**src/rtl/noc_pkg.sv**
```systemverilog
// ---------------------------------------------------------------------------
// noc_pkg
//   Shared definitions for the processing-element traffic engine:
//   flit width and field positions, FSM state encoding, LFSR taps and
//   the LFSR step helper.
// ---------------------------------------------------------------------------
package noc_pkg;

  localparam int FLIT_W = 20;

  // Flit layout: {dst, src, seq, payload}
  localparam int DST_HI = 19;
  localparam int DST_LO = 16;
  localparam int SRC_HI = 15;
  localparam int SRC_LO = 12;
  localparam int SEQ_HI = 11;
  localparam int SEQ_LO = 8;
  localparam int PAY_HI = 7;
  localparam int PAY_LO = 0;

  // x^8 + x^6 + x^5 + x^4 + 1 -> feedback from bits 7,5,4,3
  localparam logic [7:0] LFSR_TAPS = 8'hB8;

  typedef enum logic [1:0] {
    ST_IDLE     = 2'd0,
    ST_SEND     = 2'd1,
    ST_GAP_WAIT = 2'd2,
    ST_DONE     = 2'd3
  } pe_state_e;

  // Fibonacci form: shift left, parity of tapped bits enters at bit 0.
  function automatic logic [7:0] lfsr_step(input logic [7:0] v);
    return {v[6:0], ^(v & LFSR_TAPS)};
  endfunction

endpackage

```
**src/rtl/pe_credit_counter.sv**
```systemverilog
// ---------------------------------------------------------------------------
// pe_credit_counter
//   Tracks free slots in the router's local input buffer.
//   Ports:
//     clk, rst_n   clock / asynchronous active-low reset
//     inc_i        credit returned by the router (one slot freed)
//     dec_i        flit injected (one slot consumed)
//     avail_o      at least one credit available
//     overflow_o   credit returned while already full (counter saturates)
// ---------------------------------------------------------------------------
module pe_credit_counter #(
  parameter int CREDITS = 4,
  localparam int CW = $clog2(CREDITS + 1)
) (
  input  logic clk,
  input  logic rst_n,
  input  logic inc_i,
  input  logic dec_i,
  output logic avail_o,
  output logic overflow_o
);

  localparam logic [CW-1:0] MAX_CREDIT = CW'(CREDITS);

  logic [CW-1:0] credit_q;

  // NOTE: sequential state is updated with non-blocking assignments so every
  // register samples the pre-edge values of its neighbours.
  always_ff @(posedge clk or negedge rst_n) begin
    if (!rst_n) begin
      credit_q <= MAX_CREDIT;
    end else begin
      case ({inc_i, dec_i})
        2'b10:   if (credit_q != MAX_CREDIT) credit_q <= credit_q + 1'b1;
        2'b01:   if (credit_q != '0)         credit_q <= credit_q - 1'b1;
        default: credit_q <= credit_q;  // idle, or return and consume cancel
      endcase
    end
  end

  assign avail_o    = (credit_q != '0);
  assign overflow_o = inc_i && !dec_i && (credit_q == MAX_CREDIT);

endmodule

```
**src/rtl/pe_traffic_engine.sv**
```systemverilog
// ---------------------------------------------------------------------------
// pe_traffic_engine
//   Traffic source/sink on a router's local port. Injects NUM_PKTS
//   single-flit packets under credit flow control, sinks every ejected
//   flit and keeps tx/rx/error statistics.
//   Ports:
//     clk        clock, rising edge
//     RST        asynchronous reset, active-low
//     position   own node id (static after reset)
//     enable     level; start/continue injection, low freezes injection
//     datain     ejected flit from router, qualified by in_valid
//     in_valid   ejected flit valid (always accepted)
//     ci         credit return pulse
//     dataout    injected flit (registered)
//     out_valid  dataout valid
//     tx_count   flits injected (saturating)
//     rx_count   flits ejected (saturating)
//     err        sticky: misroute, credit overflow, sequence error
//     done       all NUM_PKTS flits sent
//   Build option: define SEQ_CHECK_EN to add per-source sequence checking.
// ---------------------------------------------------------------------------
module pe_traffic_engine
  import noc_pkg::*;
#(
  parameter int         CREDITS   = 4,
  parameter int         NUM_PKTS  = 16,
  parameter int         GAP       = 3,
  parameter logic [7:0] LFSR_SEED = 8'hA5
) (
  input  logic              clk,
  input  logic              RST,
  input  logic [3:0]        position,
  input  logic              enable,
  input  logic [FLIT_W-1:0] datain,
  input  logic              in_valid,
  input  logic              ci,
  output logic [FLIT_W-1:0] dataout,
  output logic              out_valid,
  output logic [7:0]        tx_count,
  output logic [7:0]        rx_count,
  output logic              err,
  output logic              done
);

  pe_state_e         state_q, state_d;
  logic [3:0]        gap_q, gap_d;
  logic [7:0]        lfsr_q;
  logic [7:0]        tx_q, rx_q;
  logic [FLIT_W-1:0] dout_q;
  logic              ov_q;
  logic              err_q;

  logic              credit_avail;
  logic              credit_ovf;
  logic              fire;
  logic [3:0]        dst_raw, dst;
  logic [FLIT_W-1:0] flit_d;
  logic              misroute;
  logic              seq_err;

  pe_credit_counter #(
    .CREDITS (CREDITS)
  ) u_credit (
    .clk        (clk),
    .rst_n      (RST),
    .inc_i      (ci),
    .dec_i      (fire),
    .avail_o    (credit_avail),
    .overflow_o (credit_ovf)
  );

  // A flit is launched on the edge that ends a SEND cycle with credit.
  assign fire = (state_q == ST_SEND) && enable && credit_avail;

  // Never address ourselves: bump to the next node id.
  assign dst_raw = lfsr_q[3:0];
  assign dst     = (dst_raw == position) ? position + 4'd1 : dst_raw;
  assign flit_d  = {dst, position, tx_q[3:0], lfsr_q};

  // NOTE: every signal driven here gets a default first, so no path can
  // leave it unassigned and infer a latch.
  always_comb begin
    state_d = state_q;
    gap_d   = gap_q;
    case (state_q)
      ST_IDLE: if (enable) state_d = ST_SEND;
      ST_SEND: begin
        if (fire) begin
          if (tx_q + 8'd1 == 8'(NUM_PKTS)) begin
            state_d = ST_DONE;
          end else if (GAP == 0) begin
            state_d = ST_SEND;
          end else begin
            state_d = ST_GAP_WAIT;
            gap_d   = '0;
          end
        end
      end
      ST_GAP_WAIT: begin
        if (enable) begin
          if (gap_q == 4'(GAP - 1)) state_d = ST_SEND;
          else                      gap_d   = gap_q + 4'd1;
        end
      end
      ST_DONE: state_d = ST_DONE;
      default: state_d = ST_IDLE;
    endcase
  end

  always_ff @(posedge clk or negedge RST) begin
    if (!RST) begin
      state_q <= ST_IDLE;
      gap_q   <= '0;
    end else begin
      state_q <= state_d;
      gap_q   <= gap_d;
    end
  end

  // Injection datapath: flit and valid are registered together.
  always_ff @(posedge clk or negedge RST) begin
    if (!RST) begin
      dout_q <= '0;
      ov_q   <= 1'b0;
      tx_q   <= '0;
      lfsr_q <= LFSR_SEED;
    end else begin
      ov_q <= fire;
      if (fire) begin
        dout_q <= flit_d;
        lfsr_q <= lfsr_step(lfsr_q);
        if (tx_q != 8'hFF) tx_q <= tx_q + 8'd1;
      end
    end
  end

  assign misroute = in_valid && (datain[DST_HI:DST_LO] != position);

`ifdef SEQ_CHECK_EN
  logic [3:0] exp_seq_q [16];
  logic [3:0] rx_src, rx_seq;

  assign rx_src  = datain[SRC_HI:SRC_LO];
  assign rx_seq  = datain[SEQ_HI:SEQ_LO];
  assign seq_err = in_valid && (rx_seq != exp_seq_q[rx_src]);

  // NOTE: this small table is reset explicitly because a restart must not
  // inherit stale sequence numbers; large data memories normally are not.
  always_ff @(posedge clk or negedge RST) begin
    if (!RST) begin
      for (int i = 0; i < 16; i++) exp_seq_q[i] <= '0;
    end else if (in_valid) begin
      // Resynchronise on every flit so one loss reports once.
      exp_seq_q[rx_src] <= rx_seq + 4'd1;
    end
  end
`else
  assign seq_err = 1'b0;
`endif

  // Receive side: the sink only inspects the destination field in the
  // default build; the remaining fields are intentionally ignored.
  logic unused_rx_fields;
  assign unused_rx_fields = ^datain[SEQ_HI:PAY_LO] ^ ^datain[SRC_HI:SRC_LO];

  always_ff @(posedge clk or negedge RST) begin
    if (!RST) begin
      rx_q  <= '0;
      err_q <= 1'b0;
    end else begin
      if (in_valid && rx_q != 8'hFF) rx_q <= rx_q + 8'd1;
      if (credit_ovf || misroute || seq_err) err_q <= 1'b1;
    end
  end

  assign dataout   = dout_q;
  assign out_valid = ov_q;
  assign tx_count  = tx_q;
  assign rx_count  = rx_q;
  assign err       = err_q;
  assign done      = (state_q == ST_DONE);

endmodule

```
**config.mk**
```make
export PLATFORM = sky130hd
export DESIGN_NAME = pe_traffic_engine
export DESIGN_NICKNAME = d
export VERILOG_FILES = /design/src/rtl/noc_pkg.sv /design/src/rtl/pe_credit_counter.sv /design/src/rtl/pe_traffic_engine.sv
export SDC_FILE = /design/constraint.sdc
export NUM_CORES = 1
export LEC_CHECK = 0
export ABC_AREA = 1
export CAP_MARGIN = 15
export CORE_UTILIZATION = 52
export DETAILED_ROUTE_END_ITERATION = 12
export GPL_TIMING_DRIVEN = 0
export PLACE_DENSITY = 0.83
export SYNTH_ARGS = -nofsm -noshare
export SYNTH_HDL_FRONTEND = slang
export SYNTH_SLANG_ARGS = --single-unit
```
**constraint.sdc**
```tcl
create_clock -name clk -period 4.1 [get_ports clk]
set_input_delay 1.025 -clock clk [delete_from_list [all_inputs] [get_ports clk]]
set_output_delay 1.025 -clock clk [all_outputs]
set_load 0.02 [all_outputs]
```
==> results_dict.tcl, run 1 <==
set metrics [dict create \
    slowest_stage "clkdlybuf4s50_1" \
    power.internal_uw 1437 \
    avgSynthCellArea_um2 8.688 \
    die_h_um 72.80 \
    yosysWarnings 0 \
    vias 2159 \
    power_switching_uw 1070 \
    synth_common_cells "83 x nand2_1, 46 x dfrtp_1, 25 x inv_1, 21 x nand3_1, 21 x nor2_1" \
    synth_most_common_cell "nand2_1" \
    cp_data_arrival_time_ps 1500 \
    min_period_ps 2529 \
    antenna_found_initial 0 \
    gp_congestion 0.8167 \
    setup_viol 0 \
    die_area_um2 5299 \
    setup.worst_path.start "lfsr_q[3]$_DFFE_PN0P_" \
    p_comb_frac 0.506 \
    synth_top_family_by_area "simple AND/OR/NAND/NOR gates" \
    htreeDepth 2 \
    fp.coreArea_um2 4786 \
    wl_per_cell_um 12.53 \
    cts_resized 0 \
    skew_ps 7.959 \
    portBuffers 50 \
    viasPerCell 5.068 \
    criticalPathCategory "register to output port" \
    drive_gt1_frac 0.1226 \
    muxShareOfSynthArea 0 \
    critical-path-max-stage-delay_ps 580 \
    yosysUniqueCellTypes 33 \
    die_x_um 72.80 \
    cp_max_fo 6 \
    rsz0062_at_grt "no" \
    hp-start "err$_DFFE_PN0P_" \
    synth_area_um2 2606 \
    route.detailed.drc 0 \
    antenna-diode-count 0 \
    leakage_uw 0.001569 \
    fin_crit_sh 0.6169 \
    wl_mm 5.337 \
    worstHoldPathType "register to register" \
    final-seq-area_um2 1282 \
    clock_latency_ps 300 \
    dp_slack_ps 1290 \
    root_buffer "clkbuf_8" \
    critPathTopFamily "buffers and inverters" \
    p_per_area_nw_per_um2 757.6 \
    finalHoldViolations 0 \
    path_clk_slew_ps 90 \
    cts-hold-fix-buffers 0 \
    synthCells 300 \
    p_sw_frac 0.4268 \
    fin_tns_setup_ps 0 \
    cts.sinks 51 \
    synthAdderAreaFrac 0.03169 \
    grt_pass1_wl_mm 9.156 \
    synth_xor_area_frac 0.08401 \
    grt_use_total 0.2224 \
    firstDrtPassIters 4 \
    synth-edff-count 0 \
    synth_top_area_share 0.4417 \
    cts_buffers 5 \
    yosys.area.top_type "dfrtp_1" \
    cts_tree "built" \
    placementRows 25 \
    ys_seq_area_frac 0.4921 \
    tightest_slew_ps 549.8 \
    synth.area.top_cells "dfrtp_1 44%, nand2_1 12%, dfstp_2 5.0%, xnor2_1 4.4%, nand3_1 4.0%" \
    grt_max_degree 29 \
    clock_power_share 0.129 \
    fin_nets 393 \
    area_delta_synth_final_pct 26.98 \
    p_seq_frac 0.365 \
    path_cells "buf_4 > clkdlybuf4s50_1" \
    status "complete, no violations" \
    drv_slew 0 \
    clk_path_buf_depth 2 \
    dp_hpwl_mm 3.904 \
    r2r-start "u_credit.credit_q[2]$_DFFE_PN1P_" \
    setup_slack_ps 1571 \
    drt_iter0_markers 115 \
    peakVddDrop_mv 0.4353 \
    syn_nets 335 \
    synth_compound_area_frac 0.07969 \
    maxCapViolations 0 \
    ys_ff_latch 51 \
    end_kind "output port" \
    nFillCells 370 \
    async_reset_ff_frac 1.000 \
    max_slew_margin 0.6335 \
    initial_core_util 0.5446 \
    yosys_most_used_dff "dfrtp_1" \
    crit_required_ps 3070 \
    post_cts_buffers 0 \
    synth-simple-area-share 0.2376 \
    io_pins 68 \
    critPathLaunchType "register" \
    grt_overflow 0 \
    cp_num_buf_inv 2 \
    max_freq_mhz 395.4 \
    first_global_vias 2108 \
    drtAntennaViolNets 0 \
    multi_input_area_um2 1129 \
]
## cells by family (layout without fill, tap and decap cells)
kind of cell,count (synthesis),in the layout
simple gates,140,140
flops,51,51
xor+xnor,25,25
fa+ha+maj,6,6
buf+inv,43,102
compound gates,35,35
## per-stage QoR
| stage | hold slack, ps | area, µm² | instances | total power (µW) | utilization |
|---|---|---|---|---|---|
| 6_report | 485.3 | 3309 | 426 | 2507 | 0.6915 |
| 5_1_grt | 515.8 | 3309 | 426 | 2692 | 0.6915 |
| 4_1_cts | 491.4 | 3309 | 426 | 2524 | 0.6915 |
| 3_5_place_dp | 468.7 | 3206 | 418 | 2193 | 0.6698 |
| 3_3_place_gp | 460.0 | 3191 | 417 | 2144 | 0.6667 |
| 2_1_floorplan | 463.5 | 2606 | 300 | 1692 | - |
## registers in the layout (all words and copies together), names as in the netlist
signal             flops
dataout               16
gap_q                  4
out_valid              1
err                    1
tx_count               8
state_q                2
u_credit.credit_q      3
lfsr_q                 8
rx_count               8
## worst min-delay path, delay by kind of cell (launching register included)
family          cells  cell delay (ps)
compound gates      2              100
flops               1              350
## power groups by stage
stage	Clock (µW)	Sequential, µW	Combinational (µW)
2_1_floorplan	0	1060	637
3_3_place_gp	0	915	1230
3_5_place_dp	0	923	1270
4_1_cts	327	916	1280
5_1_grt	345	947	1400
6_report	323	916	1270
## placed cells by master, fill, tap and decap left out, types with 2 or more instances in the layout
cell and n:
nand2_1 83, clkdlybuf4s50_1 49, dfrtp_1 46, inv_1 25, nor2_1 21, nand3_1 21
o21ai_0 14, xnor2_1 13, xor2_1 12, o21ai_1 7, clkbuf_8 7, a21oi_1 6
inv_2 5, ha_1 5, dfstp_2 5, nand4_1 4, a21oi_2 4, buf_4 4
buf_2 3, nor2_2 3, nand2_2 3, clkinv_1 2, buf_6 2, clkbuf_1 2
## final timing paths
kind | to | slack (ps) | depth (start not counted)
min | err$_DFFE_PN0P_ | 490 | 2
min in group asynchronous | dataout[1]$_DFFE_PN0P_ | 690 | 1
max in group asynchronous | lfsr_q[0]$_DFFE_PN1P_ | 2800 | 2
max | dataout[2] | 1570 | 2
min reg2reg | err$_DFFE_PN0P_ | 490 | 2
max reg2reg | u_credit.credit_q[2]$_DFFE_PN1P_ | 2240 | 10
## layout make-up
cell class / count / area share
plain buffers: 11 / 0.02268
clock buffers: 7 / 0.02911
clock inverters: 1 / 0.002268
inverters: 32 / 0.03629
multi-input cells: 206 / 0.3410
flip-flops and latches: 51 / 0.3875
well taps: 67 / 0.02533
repair buffers: 51 / 0.1558
## routing by layer
metal	routed length, µm	vias up	global-route usage
met4	67	0	0.07407
met2	2646	56	0.3956
met1	2359	1039	0.2707
li1	-	1057	-
met3	263	7	0.04282
met5	0	-	0
Note: power is estimated with default switching activity, not from simulation.
==> run 2, diff against run 1 <==
--- a/config.mk
+++ b/config.mk
@@ -7,10 +7,10 @@
 export LEC_CHECK = 0
 export ABC_AREA = 1
 export CAP_MARGIN = 15
-export CORE_UTILIZATION = 52
+export CORE_UTILIZATION = 49
 export DETAILED_ROUTE_END_ITERATION = 12
 export GPL_TIMING_DRIVEN = 0
-export PLACE_DENSITY = 0.83
+export PLACE_DENSITY = 0.78
 export SYNTH_ARGS = -nofsm -noshare
 export SYNTH_HDL_FRONTEND = slang
 export SYNTH_SLANG_ARGS = --single-unit
==> constraint.sdc (replaced) <==
create_clock -name clk -period 2.5 [get_ports clk]
set_input_delay 0.625 -clock clk [delete_from_list [all_inputs] [get_ports clk]]
set_output_delay 0.625 -clock clk [all_outputs]
set_load 0.02 [all_outputs]
==> run 2 against run 1 <==
Flip-flop and latch count unchanged. Worst hold slack lost 300 ps. Count of clock-buffer cells in the layout unchanged. Non-clock buffer count is the same. Global-route usage is 3.2 points lower. Combinational power grew 61%. Setup slack got worse by 1200 ps. Clock skew down 0.85 ps. Routed wire length is 6.1% lower. Critical path type unchanged.
==> results_dict.tcl, run 2 (same netlist as run 1, synthesis figures left out) <==
set metrics [dict create \
    status "complete, no violations" \
    worstHoldPathType "primary input to asynchronous set/reset pin" \
    grt_max_degree 42 \
    first_global_vias 1875 \
    cts_buffers 5 \
    rsz0062_at_grt "no" \
    cts-hold-fix-buffers 0 \
    firstDrtPassIters 5 \
    wl_met1_mm 2.362 \
    cts_tree "built" \
    maxCapViolations 0 \
    crit_required_ps 1880 \
    final_cell_mix "83 x nand2_1, 49 x clkdlybuf4s50_1, 46 x dfrtp_1, 25 x inv_1" \
    top_layer_used "met4" \
    antenna-diode-count 0 \
    grt_pass1_wl_mm 8.183 \
    clk_path_buf_depth 2 \
    largest_reg_flops 16 \
    grt_use_total 0.1901 \
    drive_gt1_frac 0.1170 \
    htreeDepth 2 \
    finalHoldViolations 0 \
    ff2ff_path_depth 10 \
    drtAntennaViolNets 0 \
    drv_slew 0 \
    route.detailed.drc 0 \
    finish.utilization 0.6492 \
    vias 2090 \
    criticalPathCategory "register to output port" \
    p_per_area_nw_per_um2 1236 \
    skew_ps 7.107 \
    max_slew_margin 0.6984 \
    cp_data_arrival_time_ps 1530 \
    dp_hpwl_mm 3.718 \
    end_kind "output port" \
    viasPerCell 4.872 \
    hold_slack_ps 187.7 \
    min_period_ps 2152 \
    die_x_um 74.93 \
    cts_resized 0 \
    wl_met2_mm 2.335 \
    peakVddDrop_mv 0.6372 \
    max_freq_mhz 464.6 \
    wl_per_cell_um 11.68 \
    leakage_uw 0.001571 \
    gp_congestion 0.8335 \
    drt_iter0_markers 104 \
    placed_cell_area_um2 3209 \
    initial_core_util 0.5103 \
    wl_met3_um 247 \
    placementRows 26 \
    instances_no_fill 429 \
    dpl.cell_count 421 \
    cp_max_fo 6 \
    tightest_slew_ps 452.5 \
    wl_mm 5.009 \
    fin_nets 393 \
    clock_latency_ps 300 \
    critPathLaunchType "register" \
    setup_viol 0 \
    grt_overflow 0 \
    area_delta_synth_final_pct 27.22 \
    final_common_cell "nand2_1" \
    finalInstanceArea_um2 3316 \
    die_area_um2 5615 \
    fp.coreArea_um2 5107 \
    io_pins 68 \
    path_clk_slew_ps 90 \
    die_h_um 74.93 \
    post_cts_buffers 0 \
    antenna_found_initial 0 \
    portBuffers 50 \
    root_buffer "clkbuf_8" \
    cts.sinks 51 \
    fin_crit_sh 0.8609 \
    nFillCells 421 \
]
==> run 2: final timing paths <==
| kind | startpoint | to | slack (ps) |
|---|---|---|---|
| setup / recovery | lfsr_q[3]$_DFFE_PN0P_ | dataout[2] | 350 |
| hold / removal | RST | tx_count[3]$_DFFE_PN0P_ | 190 |
| setup reg to reg | u_credit.credit_q[2]$_DFFE_PN1P_ | u_credit.credit_q[2]$_DFFE_PN1P_ | 670 |
| hold reg to reg | err$_DFFE_PN0P_ | err$_DFFE_PN0P_ | 480 |
| max in group asynchronous | RST | u_credit.credit_q[2]$_DFFE_PN1P_ | 1750 |
| min in group clk | err$_DFFE_PN0P_ | err$_DFFE_PN0P_ | 480 |
==> run 2: critical path, cell delays in order, from the launching register on <==
cell	delay, ps
dfrtp_1	490
buf_4	150
clkdlybuf4s50_1	590
==> run 2: metrics by stage <==
step | setup WS [ps] | TNS (ps) | power (µW)
6_report | 347.7 | 0 | 4099
5_1_grt | 298.9 | 0 | 4416
4_1_cts | 340.9 | 0 | 4135
3_5_place_dp | 125.3 | 0 | 3574
3_3_place_gp | -655.7 | -30620 | 3520
2_1_floorplan | 810.6 | 0 | 2775
==> run 2: layout make-up <==
type | instances | area (µm²) | area share
inverters | 32 | 120.1 | 0.03623
flip-flops and latches | 51 | 1282 | 0.3868
clock buffers | 7 | 76.32 | 0.02302
clock inverters | 1 | 30.03 | 0.009057
plain buffers | 11 | 75.07 | 0.02264
repair buffers | 51 | 515.5 | 0.1555
multi-input cells | 206 | 1129 | 0.3404
well taps | 70 | 87.58 | 0.02642
==> run 2: metal layers <==
metal	global-route usage	vias to the layer above
met5	0	-
met2	0.3243	50
met3	0.03213	5
li1	-	1059
met4	0.06289	0
met1	0.2467	976
==> run 2: power breakdown <==
part | switching (µW) | internal, µW | leakage [µW]
combinational | 1130 | 918 | 0.000895
clock | 252 | 300 | 0.0000524
sequential | 310 | 1190 | 0.000623
total | 1700 | 2400 | 0.00157
